## config.mk

```make
export PLATFORM = sky130hd
export DESIGN_NAME = control_m
export DESIGN_NICKNAME = d
export VERILOG_FILES = /design/src/rtl/ctrl_pkg.sv /design/src/rtl/ld_align.sv /design/src/rtl/control_m.sv
export SDC_FILE = /design/constraint.sdc
export NUM_CORES = 1
export LEC_CHECK = 0
export ABC_AREA = 1
export CORE_ASPECT_RATIO = 1.2
export CORE_MARGIN = 4
export CORE_UTILIZATION = 47
export CTS_BUF_LIST = sky130_fd_sc_hd__clkbuf_8
export DETAILED_ROUTE_END_ITERATION = 10
export PLACE_DENSITY = 0.93
export SLEW_MARGIN = 20
export SYNTH_ARGS = -nofsm -noshare
export SYNTH_HDL_FRONTEND = slang
export SYNTH_SLANG_ARGS = --single-unit
```

## constraint.sdc

```tcl
create_clock -name clk -period 3.7 [get_ports clk]
set_clock_uncertainty 0.15 [all_clocks]
set_input_delay 1.11 -clock clk [delete_from_list [all_inputs] [get_ports clk]]
set_output_delay 1.11 -clock clk [all_outputs]
set_load 0.1 [all_outputs]
```

## src/rtl/ctrl_pkg.sv

```systemverilog
// Shared opcodes, funct3 codes and sequencer state
// for the memory-stage control block.
package ctrl_pkg;

  localparam logic [6:0] OP_LOAD  = 7'b0000011;
  localparam logic [6:0] OP_STORE = 7'b0100011;

  localparam logic [2:0] F3_B  = 3'b000;
  localparam logic [2:0] F3_H  = 3'b001;
  localparam logic [2:0] F3_W  = 3'b010;
  localparam logic [2:0] F3_BU = 3'b100;
  localparam logic [2:0] F3_HU = 3'b101;

  typedef enum logic [1:0] {
    ST_IDLE,
    ST_REQ,
    ST_RESP,
    ST_DONE
  } state_e;

  function automatic logic [3:0] store_be(
    input logic [2:0] f3,
    input logic [1:0] a
  );
    logic [3:0] be;
    be = 4'hF;
    if (f3 == F3_B) begin
      be = 4'b0001 << a;
    end else if (f3 == F3_H) begin
      be = a[1] ? 4'b1100 : 4'b0011;
    end
    return be;
  endfunction

  function automatic logic misaligned(
    input logic [2:0] f3,
    input logic [1:0] a
  );
    logic m;
    m = 1'b0;
    if (f3 == F3_H || f3 == F3_HU) begin
      m = a[0];
    end else if (f3 == F3_W) begin
      m = |a;
    end
    return m;
  endfunction

endpackage

```

## src/rtl/ld_align.sv

```systemverilog
// Load-data lane select and sign/zero extension.
// Purely combinational; shared with writeback.
module ld_align
  import ctrl_pkg::*;
#(
  parameter int XLEN = 32
) (
  input  logic [2:0]      f3,
  input  logic [1:0]      a,
  input  logic [XLEN-1:0] rdata,
  output logic [XLEN-1:0] data
);

  logic [7:0]  b;
  logic [15:0] h;

  always_comb begin
    b = rdata[7:0];
    unique case (a)
      2'd0: b = rdata[7:0];
      2'd1: b = rdata[15:8];
      2'd2: b = rdata[23:16];
      2'd3: b = rdata[31:24];
    endcase
    h = a[1] ? rdata[31:16] : rdata[15:0];
  end

  always_comb begin
    data = rdata;
    unique case (1'b1)
      (f3 == F3_B):  data = {{(XLEN-8){b[7]}}, b};
      (f3 == F3_H):  data = {{(XLEN-16){h[15]}}, h};
      (f3 == F3_BU): data = {{(XLEN-8){1'b0}}, b};
      (f3 == F3_HU): data = {{(XLEN-16){1'b0}}, h};
      default:       data = rdata;
    endcase
  end

endmodule

```

## src/rtl/control_m.sv

```systemverilog
// Memory-stage register and data-cache sequencer.
// MISALIGN_TRAP_EN: trap misaligned H/W accesses.
module control_m
  import ctrl_pkg::*;
#(
  parameter int XLEN = 32
) (
  input  logic            clk,
  input  logic            rst,
  input  logic [6:0]      E_out_op,
  input  logic [2:0]      E_out_f3,
  input  logic [4:0]      E_out_rd,
  input  logic [XLEN-1:0] E_alu_out,
  input  logic [XLEN-1:0] E_rs2_data,
  output logic [6:0]      M_out_op,
  output logic [2:0]      M_out_f3,
  output logic [4:0]      M_out_rd,
  output logic [XLEN-1:0] M_out_alu,
  output logic [XLEN-1:0] M_out_ldata,
`ifdef MISALIGN_TRAP_EN
  output logic            M_out_misalign,
`endif
  output logic            waiting,
  output logic            dc_req,
  output logic            dc_we,
  output logic [XLEN-1:0] dc_addr,
  output logic [XLEN-1:0] dc_wdata,
  output logic [3:0]      dc_be,
  input  logic            dc_gnt,
  input  logic            dc_rvalid,
  input  logic [XLEN-1:0] dc_rdata
);

  logic [6:0]      op_q, op_d;
  logic [2:0]      f3_q, f3_d;
  logic [4:0]      rd_q, rd_d;
  logic [XLEN-1:0] alu_q, alu_d;
  logic [XLEN-1:0] rs2_q, rs2_d;
  logic [XLEN-1:0] ldata_q, ldata_d;
  state_e          state_q, state_d;

  logic [1:0]      a;
  logic            is_ld;
  logic            is_st;
  logic            mem_op;
  logic            mem_go;
  logic [XLEN-1:0] ld_ext;

  assign a      = alu_q[1:0];
  assign is_ld  = (op_q == OP_LOAD);
  assign is_st  = (op_q == OP_STORE);
  assign mem_op = is_ld || is_st;

`ifdef MISALIGN_TRAP_EN
  logic mis;
  assign mis            = mem_op && misaligned(f3_q, a);
  assign mem_go         = mem_op && !mis;
  assign M_out_rd       = mis ? 5'd0 : rd_q;
  assign M_out_misalign = mis;
`else
  assign mem_go   = mem_op;
  assign M_out_rd = rd_q;
`endif

  assign waiting = mem_go && (state_q != ST_DONE);

  assign M_out_op    = op_q;
  assign M_out_f3    = f3_q;
  assign M_out_alu   = alu_q;
  assign M_out_ldata = ldata_q;

  ld_align #(
    .XLEN (XLEN)
  ) u_ld_align (
    .f3    (f3_q),
    .a     (a),
    .rdata (dc_rdata),
    .data  (ld_ext)
  );

  always_comb begin
    op_d  = op_q;
    f3_d  = f3_q;
    rd_d  = rd_q;
    alu_d = alu_q;
    rs2_d = rs2_q;
    if (!waiting) begin
      op_d  = E_out_op;
      f3_d  = E_out_f3;
      rd_d  = E_out_rd;
      alu_d = E_alu_out;
      rs2_d = E_rs2_data;
    end
  end

  always_comb begin
    ldata_d = ldata_q;
    if (state_q == ST_RESP && dc_rvalid && is_ld) begin
      ldata_d = ld_ext;
    end
  end

  always_comb begin
    state_d = state_q;
    dc_req  = 1'b0;
    unique case (state_q)
      ST_IDLE: begin
        if (mem_go) begin
          dc_req  = 1'b1;
          state_d = dc_gnt ? ST_RESP : ST_REQ;
        end
      end
      ST_REQ: begin
        dc_req = 1'b1;
        if (dc_gnt) state_d = ST_RESP;
      end
      ST_RESP: begin
        if (dc_rvalid) state_d = ST_DONE;
      end
      ST_DONE: begin
        state_d = ST_IDLE;
      end
    endcase
  end

  // Loads read the whole word and extract locally.
  always_comb begin
    dc_we    = is_st;
    dc_addr  = {alu_q[XLEN-1:2], 2'b00};
    dc_be    = is_st ? store_be(f3_q, a) : 4'hF;
    dc_wdata = rs2_q;
    if (f3_q == F3_B) begin
      dc_wdata = {4{rs2_q[7:0]}};
    end else if (f3_q == F3_H) begin
      dc_wdata = {2{rs2_q[15:0]}};
    end
  end

  always_ff @(posedge clk or negedge rst) begin
    if (!rst) begin
      op_q    <= '0;
      f3_q    <= '0;
      rd_q    <= '0;
      alu_q   <= '0;
      rs2_q   <= '0;
      ldata_q <= '0;
      state_q <= ST_IDLE;
    end else begin
      op_q    <= op_d;
      f3_q    <= f3_d;
      rd_q    <= rd_d;
      alu_q   <= alu_d;
      rs2_q   <= rs2_d;
      ldata_q <= ldata_d;
      state_q <= state_d;
    end
  end

endmodule

```

* Word-level counts from Yosys, hierarchy flattened
Cells that the tools add are included.
Word-level totals: bits in registers 113, bits of input ports 115, output and inout bits 150
Operators by class: equal/unequal tests 15, shift-type cells 1, mux-type cells 16, reduce and logical (&&, ||, !) cells 8
Operator list (count):
- 32-bit case mux with 4 select lines | 1
- 32-bit two-way mux | 2
- 8-bit case mux with 4 select lines | 1
- 16-bit two-way mux | 1
- 4-bit two-way mux | 4
- 2-bit == test (second input constant) | 4
- 2-bit two-way mux | 4
- 2-bit inequality test (second input constant) | 4
- 2-bit case mux with 4 select lines | 1
- 7-bit by 2-bit == test with 1-bit output (second input constant) | 1
- 7-bit by 6-bit == test with 1-bit output (second input constant) | 1
- 3-bit == test (second input constant) | 2
- 2-bit by 1-bit == test with 1-bit output (second input constant) | 2
- 2-bit logical NOT | 2
- 1-bit by 2-bit left shift with 4-bit output (first input constant) | 1
- 3-bit by 1-bit == test with 1-bit output (second input constant) | 1
- 1-bit logical AND | 3
- 3-bit logical NOT | 1
- 3-bit AND reduction | 1
- 1-bit case mux with 2 select lines | 1
- 1-bit logical OR | 1
- 1-bit two-way mux | 1

* Longest topological paths before layout
Gate-level depths: netlist (run 1).
depth in word-level cells 4, depth in mapped cells 10, gate-level depth less buffers 8

* Cells and area by module
A second synthesis (run 1) with hierarchy kept.
Second synthesis, totals: cell total of the unflattened synthesis 786, area, all modules 6057.1 um^2
Modules (own cells, without submodules):
- control_m | times used 1, cells an instance 640, area an instance 5295.1 um^2
- ld_align | times used 1, cells an instance 146, area an instance 762.0 um^2

* Worst setup path before layout (run 1)
Ideal clock, no wire load.
kind register to output, start point register f3_q[1], in the netlist M_out_f3[1], end point output dc_wdata[24], data arrival time 3934 ps, path slack -1494 ps, cell stages (with the launch flop) 9, path through dfrtp_1 buf_6 nor2_4 nand2_4 inv_4 buf_12 o21ai_2 nor2_1 a21oi_1
Between the ends: word-level cells in the longest chain between the ends 3, elaborated cells on any way between the ends 4, classes of those cells eq/ne (1); mux (2); reduce/logical (1)
Ends and longest elaborated chain:
- start: declaration | RTL line control_m.sv:35 | logic [2:0] f3_q, f3_d;
- start signal: assignment | RTL line control_m.sv:142 | f3_q <= '0;
- start signal: assignment | RTL line control_m.sv:150 | f3_q <= f3_d;
- 3-bit by 1-bit == test with 1-bit output | RTL line control_m.sv:134 | end else if (f3_q == F3_H) begin
- 32-bit two-way mux | RTL line control_m.sv:134
- 32-bit two-way mux (*) | RTL line control_m.sv:132 | if (f3_q == F3_B) begin
- end: declaration | RTL line control_m.sv:27 | output logic [XLEN-1:0] dc_wdata,
Mark *: on every way between the ends. The rest lies on a longest branch, timed or not.

* Final worst setup path (run 1)
start point register f3_q[1], in the netlist M_out_f3[1], end point output dc_wdata[26]
Same word-level chain as after synthesis.

==> report_table.html, run 1 <==
<table>
<tr><th>Metric</th><th>Value</th></tr>
<tr><th colspan="2">Clock network</th></tr>
<tr><td>Post-CTS setup buffer count</td><td>0</td></tr>
<tr><td>CTS Hold Buffers Added</td><td>0</td></tr>
<tr><td>Depth of the CTS H-tree</td><td>4</td></tr>
<tr><td>Clock tree from TritonCTS</td><td>done</td></tr>
<tr><td>Clock sink count</td><td>113</td></tr>
<tr><td>Count of cells resized by post-cts repair</td><td>0</td></tr>
<tr><td>Clock Path Buffers</td><td>2</td></tr>
<tr><td>Number of buffers created by CTS</td><td>17</td></tr>
<tr><td>Clock-pin slew of the registers on the worst-case setup and hold paths</td><td>0.07 ns</td></tr>
<tr><td>Clk_lat worst skew</td><td>0.42 ns</td></tr>
<tr><td>Clk root buf</td><td>sky130_fd_sc_hd__clkbuf_8</td></tr>
<tr><th colspan="2">Synthesis</th></tr>
<tr><td>Portion of synthesized cell area occupied by the leading cell type</td><td>46.2%</td></tr>
<tr><td>Post-synth top flop</td><td>sky130_fd_sc_hd__dfrtp_1</td></tr>
<tr><td>Number of flip-flops and latches in the synthesized netlist</td><td>113</td></tr>
<tr><td>Synth Warn #</td><td>0</td></tr>
<tr><td>Post-synth ARST share</td><td>100%</td></tr>
<tr><td>Top area cells in the synthesized netlist</td><td>sky130_fd_sc_hd__dfrtp_1, sky130_fd_sc_hd__nand2_1, sky130_fd_sc_hd__buf_4, sky130_fd_sc_hd__inv_1, sky130_fd_sc_hd__nor2_1</td></tr>
<tr><td>Yosys cell types</td><td>37</td></tr>
<tr><td>Dominant cell type by area after synthesis</td><td>sky130_fd_sc_hd__dfrtp_1</td></tr>
<tr><td>Post-synthesis cell area</td><td>6130 um2</td></tr>
<tr><td>Cell count after synthesis</td><td>818</td></tr>
<tr><td>Average cell area after synthesis</td><td>7.49 um2</td></tr>
<tr><td>Post-synth EDFFs</td><td>0</td></tr>
<tr><td>Part of the Yosys area used for sequential elements</td><td>46.2%</td></tr>
<tr><th colspan="2">Power and ir drop</th></tr>
<tr><td>Worst-case vdd ir drop</td><td>0.000285 V</td></tr>
<tr><td>Leakage dissipation</td><td>4.84 nW</td></tr>
<tr><td>Pwr dens</td><td>481 nW/um2</td></tr>
<tr><td>Final Power</td><td>0.00432 W</td></tr>
<tr><th colspan="2">Critical path</th></tr>
<tr><td>Worst R2R Path Depth</td><td>9</td></tr>
<tr><td>Cell with the biggest individual delay on the critical path</td><td>sky130_fd_sc_hd__dfrtp_4</td></tr>
<tr><td>Critical Path, Cell by Cell</td><td>nor2_4, nand2_4, inv_4, nand2_1, o21ai_4, nor2_1, a21oi_4, buf_12</td></tr>
<tr><td>Crit Reg-Reg Endpoint</td><td>rs2_q[16]</td></tr>
<tr><td>Crit path largest cell delay</td><td>0.49 ns</td></tr>
<tr><td>Nature of the critical path endpoint</td><td>output pin</td></tr>
<tr><td>Arrival time worst endpoint</td><td>2.24 ns</td></tr>
<tr><td>Required @ worst endpoint</td><td>2.44 ns</td></tr>
<tr><td>CP Launch Type</td><td>flip-flop</td></tr>
<tr><td>Reg-to-reg startpoint</td><td>M_out_op[1]</td></tr>
<tr><td>Reg-to-reg slack, setup</td><td>1.26 ns</td></tr>
<tr><td>Setup Crit Path Kind</td><td>flip-flop to output pin</td></tr>
<tr><td>Maximum fanout encountered on the critical timing path</td><td>16</td></tr>
<tr><td>CP Launch Point</td><td>M_out_f3[1]</td></tr>
<tr><td>Destination of the critical timing path</td><td>dc_wdata[26]</td></tr>
<tr><th colspan="2">Hold path</th></tr>
<tr><td>Class of the tightest hold or removal check</td><td>flip-flop to flip-flop</td></tr>
<tr><th colspan="2">GRT</th></tr>
<tr><td>Met3 usage in global routing</td><td>8.01%</td></tr>
<tr><td>Overflow after GRT</td><td>0</td></tr>
<tr><td>Met2 GRT Util</td><td>45.6%</td></tr>
<tr><td>Largest net degree at the start of global routing</td><td>67</td></tr>
<tr><td>Number of antenna violations at the first check in global routing</td><td>0</td></tr>
<tr><td>First-pass GRT wire length</td><td>30.0 mm</td></tr>
<tr><td>GRT Total Usage</td><td>25.9%</td></tr>
<tr><td>Grt met1 use</td><td>29.5%</td></tr>
<tr><td>Busiest metal layer after global routing</td><td>met2</td></tr>
<tr><td>Number of global-route vias before repair</td><td>5,802</td></tr>
<tr><th colspan="2">STA</th></tr>
<tr><td>Number of hold-slack violations in the final timing report</td><td>0</td></tr>
<tr><td>Max-slew violation total from the final report</td><td>0</td></tr>
<tr><td>Period minus WS final</td><td>3.50 ns</td></tr>
<tr><td>Normalized max-slew margin</td><td>51.0%</td></tr>
<tr><td>RSZ-0062 raised after global routing</td><td>false</td></tr>
<tr><td>Final setup violation count</td><td>0</td></tr>
<tr><td>Setup TNS</td><td>0 ns</td></tr>
<tr><td>Worst-margin pin slew</td><td>0.735 ns</td></tr>
<tr><td>Max Fclk</td><td>286 MHz</td></tr>
<tr><td>Fin crit share</td><td>94.6%</td></tr>
<tr><th colspan="2">Floorplanning</th></tr>
<tr><td>Effective utilization at floorplan</td><td>48.2%</td></tr>
<tr><td>IO Pins</td><td>265</td></tr>
<tr><td>Number of placement rows</td><td>45</td></tr>
<tr><td>Die span in y</td><td>133 um</td></tr>
<tr><td>Die boundary width</td><td>112 um</td></tr>
<tr><td>Die footprint</td><td>14,900 um2</td></tr>
<tr><td>Area of the core</td><td>12,700 um2</td></tr>
<tr><th colspan="2">Detailed routing</th></tr>
<tr><td>Count of vias placed by the detailed router</td><td>6,019</td></tr>
<tr><td>Detailed Route WL</td><td>19.8 mm</td></tr>
<tr><td>Routed vias/inst</td><td>4.99</td></tr>
<tr><td>Number of design-rule violations left by the first detailed-router iteration</td><td>407</td></tr>
<tr><td>Drc violations</td><td>0</td></tr>
<tr><td>Number of antenna-violating nets in the routed design</td><td>0</td></tr>
<tr><td>Drt first pass iters</td><td>5</td></tr>
<tr><td>DR WL/cell</td><td>16.4 um</td></tr>
<tr><th colspan="2">Cells and area</th></tr>
<tr><td>Number of nets at the end of the flow</td><td>1,149</td></tr>
<tr><td>Synth-to-Final Area Change</td><td>46.5%</td></tr>
<tr><td>Share of post-route cells with drive strength above 1</td><td>24.1%</td></tr>
<tr><td>Final core utilization</td><td>70.6%</td></tr>
<tr><td>Number of diodes added for antenna fixing</td><td>0</td></tr>
<tr><th colspan="2">Place</th></tr>
<tr><td>Number of buffers inserted by port buffering</td><td>262</td></tr>
<tr><td>Final weighted congestion in routability-driven placement</td><td>0.896</td></tr>
<tr><td>Half-perimeter wire length after detailed placement</td><td>15.2 mm</td></tr>
<tr><th colspan="2">Flow run</th></tr>
<tr><td>Number of violations of the max-capacitance limit</td><td>0</td></tr>
<tr><th colspan="2">Status</th></tr>
<tr><td>Outcome</td><td>finished clean</td></tr>
</table>
## cells in the final DEF, fill, tap and decap left out, drive strengths merged, types with 6 or more instances in the layout
master         Yosys  layout
clkdlybuf4s50      0     113
nor2              55      55
clkbuf            10      17
o21ai             30      30
nand3             27      27
dfrtp            113     113
nor3              17      17
clkinv             1       6
inv               74      78
or2               19      19
o211ai             7       7
buf               68     157
nand2            370     370
a21oi             12      12
## metrics by stage
| stage | instances | instance area [um2] | setup slack [ns] | hold WS, ns |
|---|---|---|---|---|
| 6_report | 1207 | 8980 | 0.201 | 0.335 |
| 5_1_grt | 1207 | 8980 | 0.0613 | 0.358 |
| 4_1_cts | 1207 | 8980 | 0.171 | 0.336 |
| 3_5_place_dp | 1175 | 8610 | 0.638 | 0.316 |
| 3_3_place_gp | 1175 | 8610 | 0.695 | 0.313 |
| 2_1_floorplan | 819 | 6300 | 0.00780 | 0.299 |
## cell usage after synthesis (8+ instances only)
| library cell | instances |
|---|---|
| sky130_fd_sc_hd__nor2_1 | 49 |
| sky130_fd_sc_hd__clkbuf_1 | 9 |
| sky130_fd_sc_hd__buf_2 | 16 |
| sky130_fd_sc_hd__o21ai_2 | 8 |
| sky130_fd_sc_hd__a21oi_1 | 10 |
| sky130_fd_sc_hd__or2_2 | 12 |
| sky130_fd_sc_hd__nor3_1 | 17 |
| sky130_fd_sc_hd__nand3_1 | 25 |
| sky130_fd_sc_hd__inv_1 | 66 |
| sky130_fd_sc_hd__buf_4 | 47 |
| sky130_fd_sc_hd__o21ai_0 | 22 |
| sky130_fd_sc_hd__nand2_1 | 365 |
| sky130_fd_sc_hd__dfrtp_1 | 113 |
## critical path: cells and delay by family, from the launching register on
family          cells  cell delay [ns]
simple gates        4             0.57
compound gates      2             0.28
flops               1             0.49
buf+inv             2             0.47
## how the worst min path moves through the flow
| stage | startpoint | end | slack [ns] | cells after the start |
|---|---|---|---|---|
| 3_5_place_dp | rs2_q[31] | rs2_q[31] | 0.32 | 2 |
| 6_report | rs2_q[31] | rs2_q[31] | 0.34 | 2 |
| 2_1_floorplan | rs2_q[16] | rs2_q[16] | 0.30 | 2 |
| 3_3_place_gp | rs2_q[16] | rs2_q[16] | 0.31 | 2 |
| 5_1_grt | M_out_rd[0] | M_out_rd[0] | 0.36 | 2 |
| 4_1_cts | rs2_q[31] | rs2_q[31] | 0.34 | 2 |
## state kept, by name, indices dropped and copies added (netlist names)
| signal | flops |
|---|---|
| M_out_alu | 32 |
| M_out_rd | 5 |
| state_q | 2 |
| M_out_op | 7 |
| rs2_q | 32 |
| M_out_ldata | 32 |
| M_out_f3 | 3 |
## per-layer routing
layer  routed length [um]  part of all wire [%]
met1                 7240                    37
met2                10100                    51
met3                 1950                   9.9
met4                  476                   2.4
met5                    0                     0
## cell families after synthesis
group | count (synthesis) | share of synthesized area, %
AO/OA/AOI/OAI | 52 | 5.23
adder cells (fa/ha/maj) | 4 | 0.817
buffers and inverters | 153 | 13.4
flip-flops | 113 | 46.2
other | 1 | 0.0612
AND/OR/NAND/NOR | 495 | 34.3
## where the power goes
group / leakage [nW] / internal (W) / switching [W]
registers: 1.38 / 0.00134 / 0.0000838
logic: 3.29 / 0.000483 / 0.00133
clock network: 0.176 / 0.000535 / 0.000557
## layout make-up
cell class / count / area, um2
Inverter: 75 / 287
Multi-Input combinational cell: 553 / 2630
Fill cell: 991 / 3750
Sequential cell: 113 / 2850
Clock buffer: 17 / 234
Tap cell: 164 / 205
Clock inverter: 15 / 138
Timing Repair Buffer: 270 / 2640
Power figures use the tool's default switching activity.
==> run 2, diff against run 1 <==
--- a/config.mk
+++ b/config.mk
@@ -6,12 +6,13 @@
 export NUM_CORES = 1
 export LEC_CHECK = 0
 export ABC_AREA = 1
+export CAP_MARGIN = 40
 export CORE_ASPECT_RATIO = 1.2
-export CORE_MARGIN = 4
 export CORE_UTILIZATION = 47
 export CTS_BUF_LIST = sky130_fd_sc_hd__clkbuf_8
 export DETAILED_ROUTE_END_ITERATION = 10
 export PLACE_DENSITY = 0.93
+export SKIP_LAST_GASP = 1
 export SLEW_MARGIN = 20
 export SYNTH_ARGS = -nofsm -noshare
 export SYNTH_HDL_FRONTEND = slang
==> run 2 against run 1 <==
  * Global-route usage increased by 4.3 points
  * Non-clock buffer count up 3
  * Final cell count is 0.41% higher
  * Clock-buffer cell count rose by 3
  * Register-to-register slack lost 0.32 ns
  * First-iteration DRC count down 18%
  * Worst setup slack lost 0.0098 ns
==> report_table.html, run 2 (same netlist as run 1, synthesis figures left out) <==
<table>
<tr><th>Metric</th><th>Value</th></tr>
<tr><th colspan="2">STA</th></tr>
<tr><td>Max Fclk</td><td>285 MHz</td></tr>
<tr><td>Max-slew violation total from the final report</td><td>0</td></tr>
<tr><td>Final setup violation count</td><td>0</td></tr>
<tr><td>RSZ-0062 raised after global routing</td><td>false</td></tr>
<tr><td>Fin crit share</td><td>94.8%</td></tr>
<tr><td>Post-Route Hold Slack</td><td>0.332 ns</td></tr>
<tr><td>Period minus WS final</td><td>3.51 ns</td></tr>
<tr><td>Setup TNS</td><td>0 ns</td></tr>
<tr><td>Number of hold-slack violations in the final timing report</td><td>0</td></tr>
<tr><td>Final WS setup</td><td>0.191 ns</td></tr>
<tr><td>Normalized max-slew margin</td><td>54.3%</td></tr>
<tr><td>Worst-margin pin slew</td><td>0.685 ns</td></tr>
<tr><th colspan="2">Floorplanning</th></tr>
<tr><td>Die boundary width</td><td>106 um</td></tr>
<tr><td>Die span in y</td><td>127 um</td></tr>
<tr><td>IO Pins</td><td>265</td></tr>
<tr><td>Area of the core</td><td>12,700 um2</td></tr>
<tr><td>Effective utilization at floorplan</td><td>48.4%</td></tr>
<tr><td>Die footprint</td><td>13,500 um2</td></tr>
<tr><td>Number of placement rows</td><td>45</td></tr>
<tr><th colspan="2">Detailed routing</th></tr>
<tr><td>Number of design-rule violations left by the first detailed-router iteration</td><td>335</td></tr>
<tr><td>Count of vias placed by the detailed router</td><td>6,074</td></tr>
<tr><td>Number of antenna-violating nets in the routed design</td><td>0</td></tr>
<tr><td>DR WL/cell</td><td>16.4 um</td></tr>
<tr><td>Routed vias/inst</td><td>5.01</td></tr>
<tr><td>Detailed Route WL</td><td>19.8 mm</td></tr>
<tr><td>Drc violations</td><td>0</td></tr>
<tr><td>Drt first pass iters</td><td>5</td></tr>
<tr><th colspan="2">Clock network</th></tr>
<tr><td>Clk root buf</td><td>sky130_fd_sc_hd__clkbuf_8</td></tr>
<tr><td>Clock sink count</td><td>113</td></tr>
<tr><td>Number of buffers created by CTS</td><td>17</td></tr>
<tr><td>Clock Path Buffers</td><td>2</td></tr>
<tr><td>Clk_lat worst skew</td><td>0.42 ns</td></tr>
<tr><td>Depth of the CTS H-tree</td><td>4</td></tr>
<tr><td>Count of cells resized by post-cts repair</td><td>0</td></tr>
<tr><td>CTS Hold Buffers Added</td><td>0</td></tr>
<tr><td>Clock-pin slew of the registers on the worst-case setup and hold paths</td><td>0.07 ns</td></tr>
<tr><td>Post-CTS setup buffer count</td><td>0</td></tr>
<tr><td>Clock tree from TritonCTS</td><td>done</td></tr>
<tr><th colspan="2">Cells and area</th></tr>
<tr><td>Total area of multi-input combinational cells</td><td>2630 um2</td></tr>
<tr><td>Leading cell type in the layout, fill and taps excluded</td><td>sky130_fd_sc_hd__nand2_1</td></tr>
<tr><td>Synth-to-Final Area Change</td><td>47.7%</td></tr>
<tr><td># fillers</td><td>967</td></tr>
<tr><td>Share of post-route cells with drive strength above 1</td><td>24.2%</td></tr>
<tr><td>Most frequent cells in the layout</td><td>sky130_fd_sc_hd__nand2_1, sky130_fd_sc_hd__buf_4, sky130_fd_sc_hd__clkdlybuf4s50_1</td></tr>
<tr><td>FF+latch area</td><td>2850 um2</td></tr>
<tr><td>Number of nets at the end of the flow</td><td>1,152</td></tr>
<tr><td>Final core utilization</td><td>71.4%</td></tr>
<tr><th colspan="2">Place</th></tr>
<tr><td>Number of buffers inserted by port buffering</td><td>262</td></tr>
<tr><td>Pre-CTS setup slack</td><td>0.624 ns</td></tr>
<tr><td>Half-perimeter wire length after detailed placement</td><td>14.8 mm</td></tr>
<tr><td>Final weighted congestion in routability-driven placement</td><td>0.879</td></tr>
<tr><th colspan="2">GRT</th></tr>
<tr><td>Largest net degree at the start of global routing</td><td>69</td></tr>
<tr><td>GRT Total Usage</td><td>30.2%</td></tr>
<tr><td>Overflow after GRT</td><td>0</td></tr>
<tr><td>First-pass GRT wire length</td><td>30.6 mm</td></tr>
<tr><td>Number of global-route vias before repair</td><td>5,844</td></tr>
<tr><td>Number of antenna violations at the first check in global routing</td><td>2</td></tr>
<tr><th colspan="2">Critical path</th></tr>
<tr><td>Maximum fanout encountered on the critical timing path</td><td>16</td></tr>
<tr><td>Required @ worst endpoint</td><td>2.44 ns</td></tr>
<tr><td>CP Launch Type</td><td>flip-flop</td></tr>
<tr><td>Arrival time worst endpoint</td><td>2.25 ns</td></tr>
<tr><td>Setup Crit Path Kind</td><td>flip-flop to output pin</td></tr>
<tr><td>Nature of the critical path endpoint</td><td>output pin</td></tr>
<tr><th colspan="2">Status</th></tr>
<tr><td>Outcome</td><td>finished clean</td></tr>
<tr><th colspan="2">Hold path</th></tr>
<tr><td>Class of the tightest hold or removal check</td><td>flip-flop to flip-flop</td></tr>
<tr><th colspan="2">Power and ir drop</th></tr>
<tr><td>Leakage dissipation</td><td>4.89 nW</td></tr>
<tr><td>Pwr dens</td><td>494 nW/um2</td></tr>
<tr><td>Worst-case vdd ir drop</td><td>0.000315 V</td></tr>
<tr><th colspan="2">Flow run</th></tr>
<tr><td>Number of violations of the max-capacitance limit</td><td>0</td></tr>
</table>
[run 2: cell count changes in the layout (fill, tap and decap cells not counted), sizes merged]
cell / before / now
clkbuf: 17 / 20
bufinv: 1 / 3
clkinvlp: 5 / 3
clkinv: 6 / 5
inv: 78 / 76
diode: 0 / 2
buf: 157 / 160
[run 2: final timing paths]
path	cells past startpoint	slack, ns	startpoint	to
max	8	0.19	M_out_f3[1]	dc_wdata[28]
min	2	0.33	rs2_q[20]	rs2_q[20]
max reg2reg	9	0.94	M_out_op[3]	rs2_q[13]
min reg2reg	2	0.33	rs2_q[20]	rs2_q[20]
max in group asynchronous	2	2.30	rst	rs2_q[17]
min in group asynchronous	1	0.38	rst	M_out_ldata[12]
[run 2: power breakdown]
part	internal, W	switching (W)
clock	0.000710	0.000514
sequential	0.00134	0.0000818
combinational	0.000484	0.00134
[run 2: cell type report]
class | count | share of cell area, %
antenna | 2 | 0.0553
clock buffer | 20 | 3.04
sequential | 113 | 31.4
tap | 164 | 2.27
inverter | 75 | 3.17
multi-input combinational | 553 | 29.1
timing repair buffer | 273 | 29.4
clock inverter | 12 | 1.55
[run 2: stage by stage]
step                area, um2  cells  total power (W)
floorplan                6300    819          0.00274
global placement         8630   1178          0.00323
detailed placement       8630   1178          0.00326
CTS                      9040   1210          0.00448
global route             9050   1212          0.00463
finish                   9050   1212          0.00447
[run 2: critical path, stage by stage (launching register included)]
cell	delay, ns
sky130_fd_sc_hd__dfrtp_4	0.49
sky130_fd_sc_hd__nor2_4	0.19
sky130_fd_sc_hd__nand2_4	0.08
sky130_fd_sc_hd__inv_4	0.28
sky130_fd_sc_hd__nand2_1	0.21
sky130_fd_sc_hd__o21ai_4	0.12
sky130_fd_sc_hd__nor2_1	0.09
sky130_fd_sc_hd__a21oi_4	0.17
sky130_fd_sc_hd__buf_12	0.20
[run 2: layer usage]
layer | track usage, % | vias to the layer above | share of wire, % | wire [um]
li1 | - | 2880 | - | -
met2 | 51.1 | 345 | 50 | 9890
met4 | 15.5 | 0 | 4.1 | 812
met5 | 0 | - | 0 | 0
met1 | 35.0 | 2798 | 37 | 7260
met3 | 8.21 | 51 | 9.4 | 1870
